File: src/rtl/fp32_sub_seq_if.sv
// Handshake bundle for the sequential FP32 subtractor.
//   in_valid/in_ready : operand handshake, a = minuend, b = subtrahend
//   out_valid/out_ready : result handshake, diff = a - b
// master modport is the producer/consumer side, slave modport is the subtractor.
interface fp32_sub_seq_if;
    logic        in_valid;
    logic        in_ready;
    logic [31:0] a;
    logic [31:0] b;
    logic        out_valid;
    logic        out_ready;
    logic [31:0] diff;

    modport master (
        output in_valid, a, b, out_ready,
        input  in_ready, out_valid, diff
    );

    modport slave (
        input  in_valid, a, b, out_ready,
        output in_ready, out_valid, diff
    );
endinterface

File: src/rtl/fp32_sub_seq.sv
// Multi-cycle FP32 subtractor (diff = a - b) for the neuron leak/decrement path.
// Arithmetic: truncating, hidden bit is 0 when the exponent field is 0, no NaN/Inf handling.
// Normalization runs iteratively, NORM_BITS single-bit steps per cycle.
// Ports:
//   clk : clock, rising edge
//   rst : synchronous active-high reset
//   bus : fp32_sub_seq_if.slave (in_valid/in_ready/a/b, out_valid/out_ready/diff)
// Build option: define FP_SUB_SAT_EN to saturate to +/- max finite when the
// add carry pushes the exponent to 255 or beyond; otherwise the exponent wraps mod 256.
module fp32_sub_seq #(
    parameter int unsigned NORM_BITS = 1  // 1, 2, 4 or 8
) (
    input logic           clk,
    input logic           rst,
    fp32_sub_seq_if.slave bus
);

`ifdef FP_SUB_SAT_EN
    localparam bit SatEn = 1'b1;
`else
    localparam bit SatEn = 1'b0;
`endif

    typedef enum logic [2:0] {StIdle, StAlign, StArith, StNorm, StPack, StDone} state_e;

    state_e      state_q, state_d;
    logic [31:0] a_q, a_d, b_q, b_d;
    logic [23:0] ma_q, ma_d, mb_q, mb_d;    // aligned magnitudes
    logic        sa_q, sa_d, sb_q, sb_d;    // sign of a, effective sign of b
    logic [7:0]  exp_q, exp_d;
    logic [23:0] man_q, man_d;
    logic        sign_q, sign_d;
    logic        done_q, done_d;            // skip normalization (zero or special)
    logic        ovf_q, ovf_d;              // carry pushed exponent to >= 255
    logic        special_q, special_d;
    logic [31:0] spec_res_q, spec_res_d;
    logic [31:0] diff_q, diff_d;

    logic [7:0]  ea, eb, ediff, ne;
    logic [23:0] ma, mb, nm;
    logic [24:0] sum;

    assign ea = a_q[30:23];
    assign eb = b_q[30:23];
    assign ma = {|ea, a_q[22:0]};
    assign mb = {|eb, b_q[22:0]};

    always_comb begin
        state_d    = state_q;
        a_d        = a_q;
        b_d        = b_q;
        ma_d       = ma_q;
        mb_d       = mb_q;
        sa_d       = sa_q;
        sb_d       = sb_q;
        exp_d      = exp_q;
        man_d      = man_q;
        sign_d     = sign_q;
        done_d     = done_q;
        ovf_d      = ovf_q;
        special_d  = special_q;
        spec_res_d = spec_res_q;
        diff_d     = diff_q;
        ediff      = '0;
        sum        = '0;
        nm         = man_q;
        ne         = exp_q;

        case (state_q)
            StIdle: begin
                if (bus.in_valid) begin
                    a_d     = bus.a;
                    b_d     = bus.b;
                    state_d = StAlign;
                end
            end
            StAlign: begin
                sa_d = a_q[31];
                sb_d = ~b_q[31];
                // Logical shift by >= 24 already yields zero.
                if (ea >= eb) begin
                    ediff = ea - eb;
                    exp_d = ea;
                    ma_d  = ma;
                    mb_d  = mb >> ediff;
                end else begin
                    ediff = eb - ea;
                    exp_d = eb;
                    ma_d  = ma >> ediff;
                    mb_d  = mb;
                end
                special_d  = 1'b0;
                spec_res_d = '0;
                if (b_q[30:0] == 31'd0) begin
                    special_d  = 1'b1;
                    spec_res_d = a_q;
                end else if (a_q[30:0] == 31'd0) begin
                    special_d  = 1'b1;
                    spec_res_d = {~b_q[31], b_q[30:0]};
                end
                state_d = StArith;
            end
            StArith: begin
                if (sa_q == sb_q) begin
                    sum    = {1'b0, ma_q} + {1'b0, mb_q};
                    sign_d = sa_q;
                end else if (ma_q >= mb_q) begin
                    sum    = {1'b0, ma_q - mb_q};
                    sign_d = sa_q;
                end else begin
                    sum    = {1'b0, mb_q - ma_q};
                    sign_d = sb_q;
                end
                done_d = special_q;
                ovf_d  = 1'b0;
                if (sum == 25'd0) begin
                    man_d  = '0;
                    exp_d  = '0;
                    sign_d = 1'b0;
                    done_d = 1'b1;
                end else if (sum[24]) begin
                    man_d = sum[24:1];
                    exp_d = exp_q + 8'd1;
                    ovf_d = (exp_q >= 8'd254);
                end else begin
                    man_d = sum[23:0];
                end
                state_d = StNorm;
            end
            StNorm: begin
                for (int unsigned i = 0; i < NORM_BITS; i++) begin
                    if (!done_q && !nm[23] && (ne != 8'd0)) begin
                        nm = nm << 1;
                        ne = ne - 8'd1;
                    end
                end
                man_d = nm;
                exp_d = ne;
                if (done_q || nm[23] || (ne == 8'd0)) begin
                    state_d = StPack;
                end
            end
            StPack: begin
                // Assemble and register the result word.
                if (special_q) begin
                    diff_d = spec_res_q;
                end else if (SatEn && ovf_q) begin
                    diff_d = sign_q ? 32'hFF7F_FFFF : 32'h7F7F_FFFF;
                end else begin
                    diff_d = {sign_q, exp_q, man_q[22:0]};
                end
                state_d = StDone;
            end
            StDone: begin
                if (bus.out_ready) begin
                    state_d = StIdle;
                end
            end
            default: state_d = StIdle;
        endcase
    end

    always_ff @(posedge clk) begin
        if (rst) begin
            state_q    <= StIdle;
            a_q        <= '0;
            b_q        <= '0;
            ma_q       <= '0;
            mb_q       <= '0;
            sa_q       <= 1'b0;
            sb_q       <= 1'b0;
            exp_q      <= '0;
            man_q      <= '0;
            sign_q     <= 1'b0;
            done_q     <= 1'b0;
            ovf_q      <= 1'b0;
            special_q  <= 1'b0;
            spec_res_q <= '0;
            diff_q     <= '0;
        end else begin
            state_q    <= state_d;
            a_q        <= a_d;
            b_q        <= b_d;
            ma_q       <= ma_d;
            mb_q       <= mb_d;
            sa_q       <= sa_d;
            sb_q       <= sb_d;
            exp_q      <= exp_d;
            man_q      <= man_d;
            sign_q     <= sign_d;
            done_q     <= done_d;
            ovf_q      <= ovf_d;
            special_q  <= special_d;
            spec_res_q <= spec_res_d;
            diff_q     <= diff_d;
        end
    end

    assign bus.in_ready  = (state_q == StIdle);
    assign bus.out_valid = (state_q == StDone);
    assign bus.diff      = diff_q;

endmodule

File: src/flat_wrapper.sv
// flat-port wrapper written by rule: the top's interface ports become plain ports
module fp32_sub_seq_flat 
#(
    parameter int unsigned NORM_BITS = 1                 
)
  (clk, rst, bus_in_valid, bus_a, bus_b, bus_out_ready, bus_in_ready, bus_out_valid, bus_diff);
  fp32_sub_seq_if bus_i ();
  input logic clk;
  input logic rst;
  input wire logic [$bits(bus_i.in_valid)-1:0] bus_in_valid;
  input wire logic [$bits(bus_i.a)-1:0] bus_a;
  input wire logic [$bits(bus_i.b)-1:0] bus_b;
  input wire logic [$bits(bus_i.out_ready)-1:0] bus_out_ready;
  output wire logic [$bits(bus_i.in_ready)-1:0] bus_in_ready;
  output wire logic [$bits(bus_i.out_valid)-1:0] bus_out_valid;
  output wire logic [$bits(bus_i.diff)-1:0] bus_diff;
  assign bus_i.in_valid = bus_in_valid;
  assign bus_i.a = bus_a;
  assign bus_i.b = bus_b;
  assign bus_i.out_ready = bus_out_ready;
  assign bus_in_ready = bus_i.in_ready;
  assign bus_out_valid = bus_i.out_valid;
  assign bus_diff = bus_i.diff;
  fp32_sub_seq #(.NORM_BITS(NORM_BITS)) u_core (.clk(clk), .rst(rst), .bus(bus_i));
endmodule
File: config.mk
export PLATFORM = sky130hd
export DESIGN_NAME = fp32_sub_seq_flat
export DESIGN_NICKNAME = d
export VERILOG_FILES = /design/src/rtl/fp32_sub_seq_if.sv /design/src/rtl/fp32_sub_seq.sv /design/src/flat_wrapper.sv
export SDC_FILE = /design/constraint.sdc
export NUM_CORES = 1
export LEC_CHECK = 0
export CAP_MARGIN = 20
export CELL_PAD_IN_SITES_DETAIL_PLACEMENT = 1
export CELL_PAD_IN_SITES_GLOBAL_PLACEMENT = 2
export CORE_ASPECT_RATIO = 1.2
export CORE_MARGIN = 2
export CORE_UTILIZATION = 39
export CTS_BUF_LIST = sky130_fd_sc_hd__clkbuf_8
export CTS_CLUSTER_DIAMETER = 200
export DETAILED_ROUTE_END_ITERATION = 12
export HOLD_SLACK_MARGIN = 0.05
export PLACE_DENSITY_LB_ADDON = 0.15
export SYNTH_ARGS = -nofsm -noshare
export SYNTH_HDL_FRONTEND = slang
export SYNTH_SLANG_ARGS = --single-unit
File: constraint.sdc
create_clock -name clk -period 6.5 [get_ports clk]
set_clock_uncertainty 0.1 [all_clocks]
set_input_delay 0.975 -clock clk [delete_from_list [all_inputs] [get_ports clk]]
set_output_delay 0.975 -clock clk [all_outputs]
set_load 0.01 [all_outputs]
==> summary.txt <==
Run status
  • Outcome: completed

Synthesis
  • Ys async rst share: 0%
  • Post-Synthesis Cells: 2189
  • Synth top cells by count: a21oi_1, nand2_1, dfxtp_1, nor2_1, clkbuf_1
  • Synth top area share: 26.6%
  • Yosys warnings: 0
  • Synth area leader: dfxtp_1
  • Sequential share of the synthesized area: 26.6%
  • Synth Flop Type: dfxtp_1
  • Distinct cells, synth: 84
  • Synth Cell Area: 16300 um2
  • Number of synthesized flops with an enable pin: 0
  • Yosys reg bits: 216
  • Leading post-synthesis cells by cell area: dfxtp_1, a21oi_1, ha_1, nand2_1, nor2_1
  • Syn nets: 2351
  • Average size of a mapped cell: 7.43 um2

Place
  • Gpl congestion: 1.01
  • Port buffer count: 101
  • Post-DP HPWL: 53200 um

STA
  • Count of final hold-check violations: 0
  • Fmax: 0.181 GHz
  • RSZ-0062 raised after global routing: no
  • Worst Tran Pin Value: 1.17 ns
  • Crit share post-route: 85.2%
  • Min Tclk post-route: 5.54 ns
  • Setup violations, final: 0
  • Final Max Slew Viols: 0
  • TNS Setup: 0 ns
  • Max-slew headroom: 21.9%

Die
  • CORE AREA: 40900 um2
  • Die area: 43400 um2
  • Die width: 190 um
  • Die Y: 228 um
  • Site Rows: 81
  • IO Count: 102
  • Initial Util: 39.7%

GRT
  • First-pass GRT wire length: 106000 um
  • Grt total ovfl: 0
  • Largest net degree at the start of global routing: 123
  • Initial antenna violation count: 0
  • Number of global-route vias before repair: 17100
  • All-Layer GR Usage: 31.6%

Cells and area
  • Fin util: 45.2%
  • Nets@finish: 2366
  • Layout cell share with drive strength beyond 1: 7.61%
  • Area growth syn-to-layout: 13.8%

Worst setup path
  • Crit path cell chain: inv_1 > ha_1 > nand2b_1 > a21oi_1 > o311ai_0 > a41oi_1 > a2111oi_0 > buf_4 > mux2i_1 > o311ai_0 > nand2b_1 > or3_1 > o21ai_1 > o221a_2 > nor2_1
  • Crit-path max FO: 16
  • Critical Setup Path Class: reg -> reg
  • Setup crit start kind: register
  • Crit path DAT: 5.90 ns
  • Critical path required time: 6.87 ns
  • CP peak stage delay: 0.74 ns
  • Worst Setup End Kind: register
  • Critical path's slowest cell: a2111oi_0

CTS
  • Clock Path Buffers: 3
  • # hold bufs at CTS: 0
  • Post_cts resized: 0
  • Post-CTS Setup Inserts: 0
  • Total CTS buffers: 40
  • Clk_lat worst skew: 0.60 ns
  • TritonCTS clock tree: done
  • Clock Sink Count: 216
  • Clock transition at the registers of the reported paths: 0.06 ns
  • H-tree depth: 2
  • Root Driver: clkbuf_8

Drt
  • First-pass DRT Iterations: 5
  • Via count: 17200
  • Routed wire length: 69500 um
  • Initial DRC Count: 1233
  • Post-route DRC: 0
  • Via density: 6.19
  • Antenna Nets Post-Route: 0
  • Drt wl/cell: 25.1 um

Min path
  • HP Class: reg -> reg

Pwr
  • P_leak: 6.77 nW
  • Maximum resistive drop on vdd: 0.000189 V
  • Pwr dens: 347 nW/um2

Flow run
  • Maximum capacitance violations: 0
[where the power goes]
group,switching (W),internal (W)
registers,0.000218,0.00145
clock network,0.000618,0.000712
logic,0.00229,0.00114
[state kept, by name (all words and copies together), names as in the netlist, 3 cells and up]
register           flops
u_core.a_q            32
u_core.b_q            32
u_core.bus.diff       32
u_core.exp_q           8
u_core.ma_q           24
u_core.man_q          24
u_core.mb_q           24
u_core.spec_res_q     32
u_core.state_q         3
[metal layers]
metal / GRT usage, % / wire (um)
met3: 4.07 / 3040
met1: 41.1 / 30700
met4: 13.1 / 3180
met2: 52.5 / 32600
met5: 0 / 0
[cells by family after synthesis]
kind of cell,synth area share (%)
AOI/OAI and AO/OA,29.7
DFF,26.6
adders and majority gates,7.46
buffers and inverters,6.49
xor gates and xnor gates,2.26
and+or+nand+nor,20.3
muxes,7.21
[critical path, delay by kind of cell, from the launching register on]
family                     cells  cell delay, ns
adders and majority gates      1            0.61
and+or+nand+nor                4            0.80
AOI/OAI and AO/OA              7            3.00
muxes                          1            0.18
DFF                            1            0.36
buffers and inverters          2            0.32
[cells in the final DEF, fill, tap and decap left out, types with 62 or more instances in the layout]
cell	n
a211oi_1	103
a21oi_1	289
clkdlybuf4s50_1	100
dfxtp_1	215
ha_1	88
inv_1	118
mux2i_1	62
nand2_1	290
nor2_1	216
o21ai_0	70
[stage by stage]
| step | hold WS, ns | std cells | area [um2] | worst slack (ns) | total power, W |
|---|---|---|---|---|---|
| after global routing | 0.417 | 2772 | 18500 | 0.589 | 0.00681 |
| after floorplan | 0.345 | 2189 | 16300 | 2.17 | 0.00388 |
| after detailed placement | 0.397 | 2698 | 17700 | 0.989 | 0.00503 |
| final | 0.397 | 2773 | 18500 | 0.963 | 0.00642 |
| after global placement | 0.374 | 2696 | 17600 | 1.08 | 0.00498 |
| after CTS | 0.404 | 2769 | 18500 | 0.934 | 0.00639 |
[cell type report]
type | instances | area, um2
Clock inverter | 23 | 138
Sequential cell | 216 | 4330
Antenna cell | 1 | 2.50
Clock buffer | 48 | 661
Fill cell | 5083 | 22400
Multi-Input combinational cell | 1701 | 11000
Tap cell | 539 | 674
Timing Repair Buffer | 139 | 1340
Inverter | 106 | 398
[final timing paths]
check	to	slack (ns)	startpoint	depth (start not counted)
min reg2reg	u_core.bus.diff[4]	0.40	u_core.bus.diff[4]	2
min	u_core.bus.diff[4]	0.40	u_core.bus.diff[4]	2
max	u_core.man_q[22]	0.96	u_core.mb_q[3]	15
max reg2reg	u_core.man_q[22]	0.96	u_core.mb_q[3]	15
Note: power is estimated with default switching activity, not from simulation.
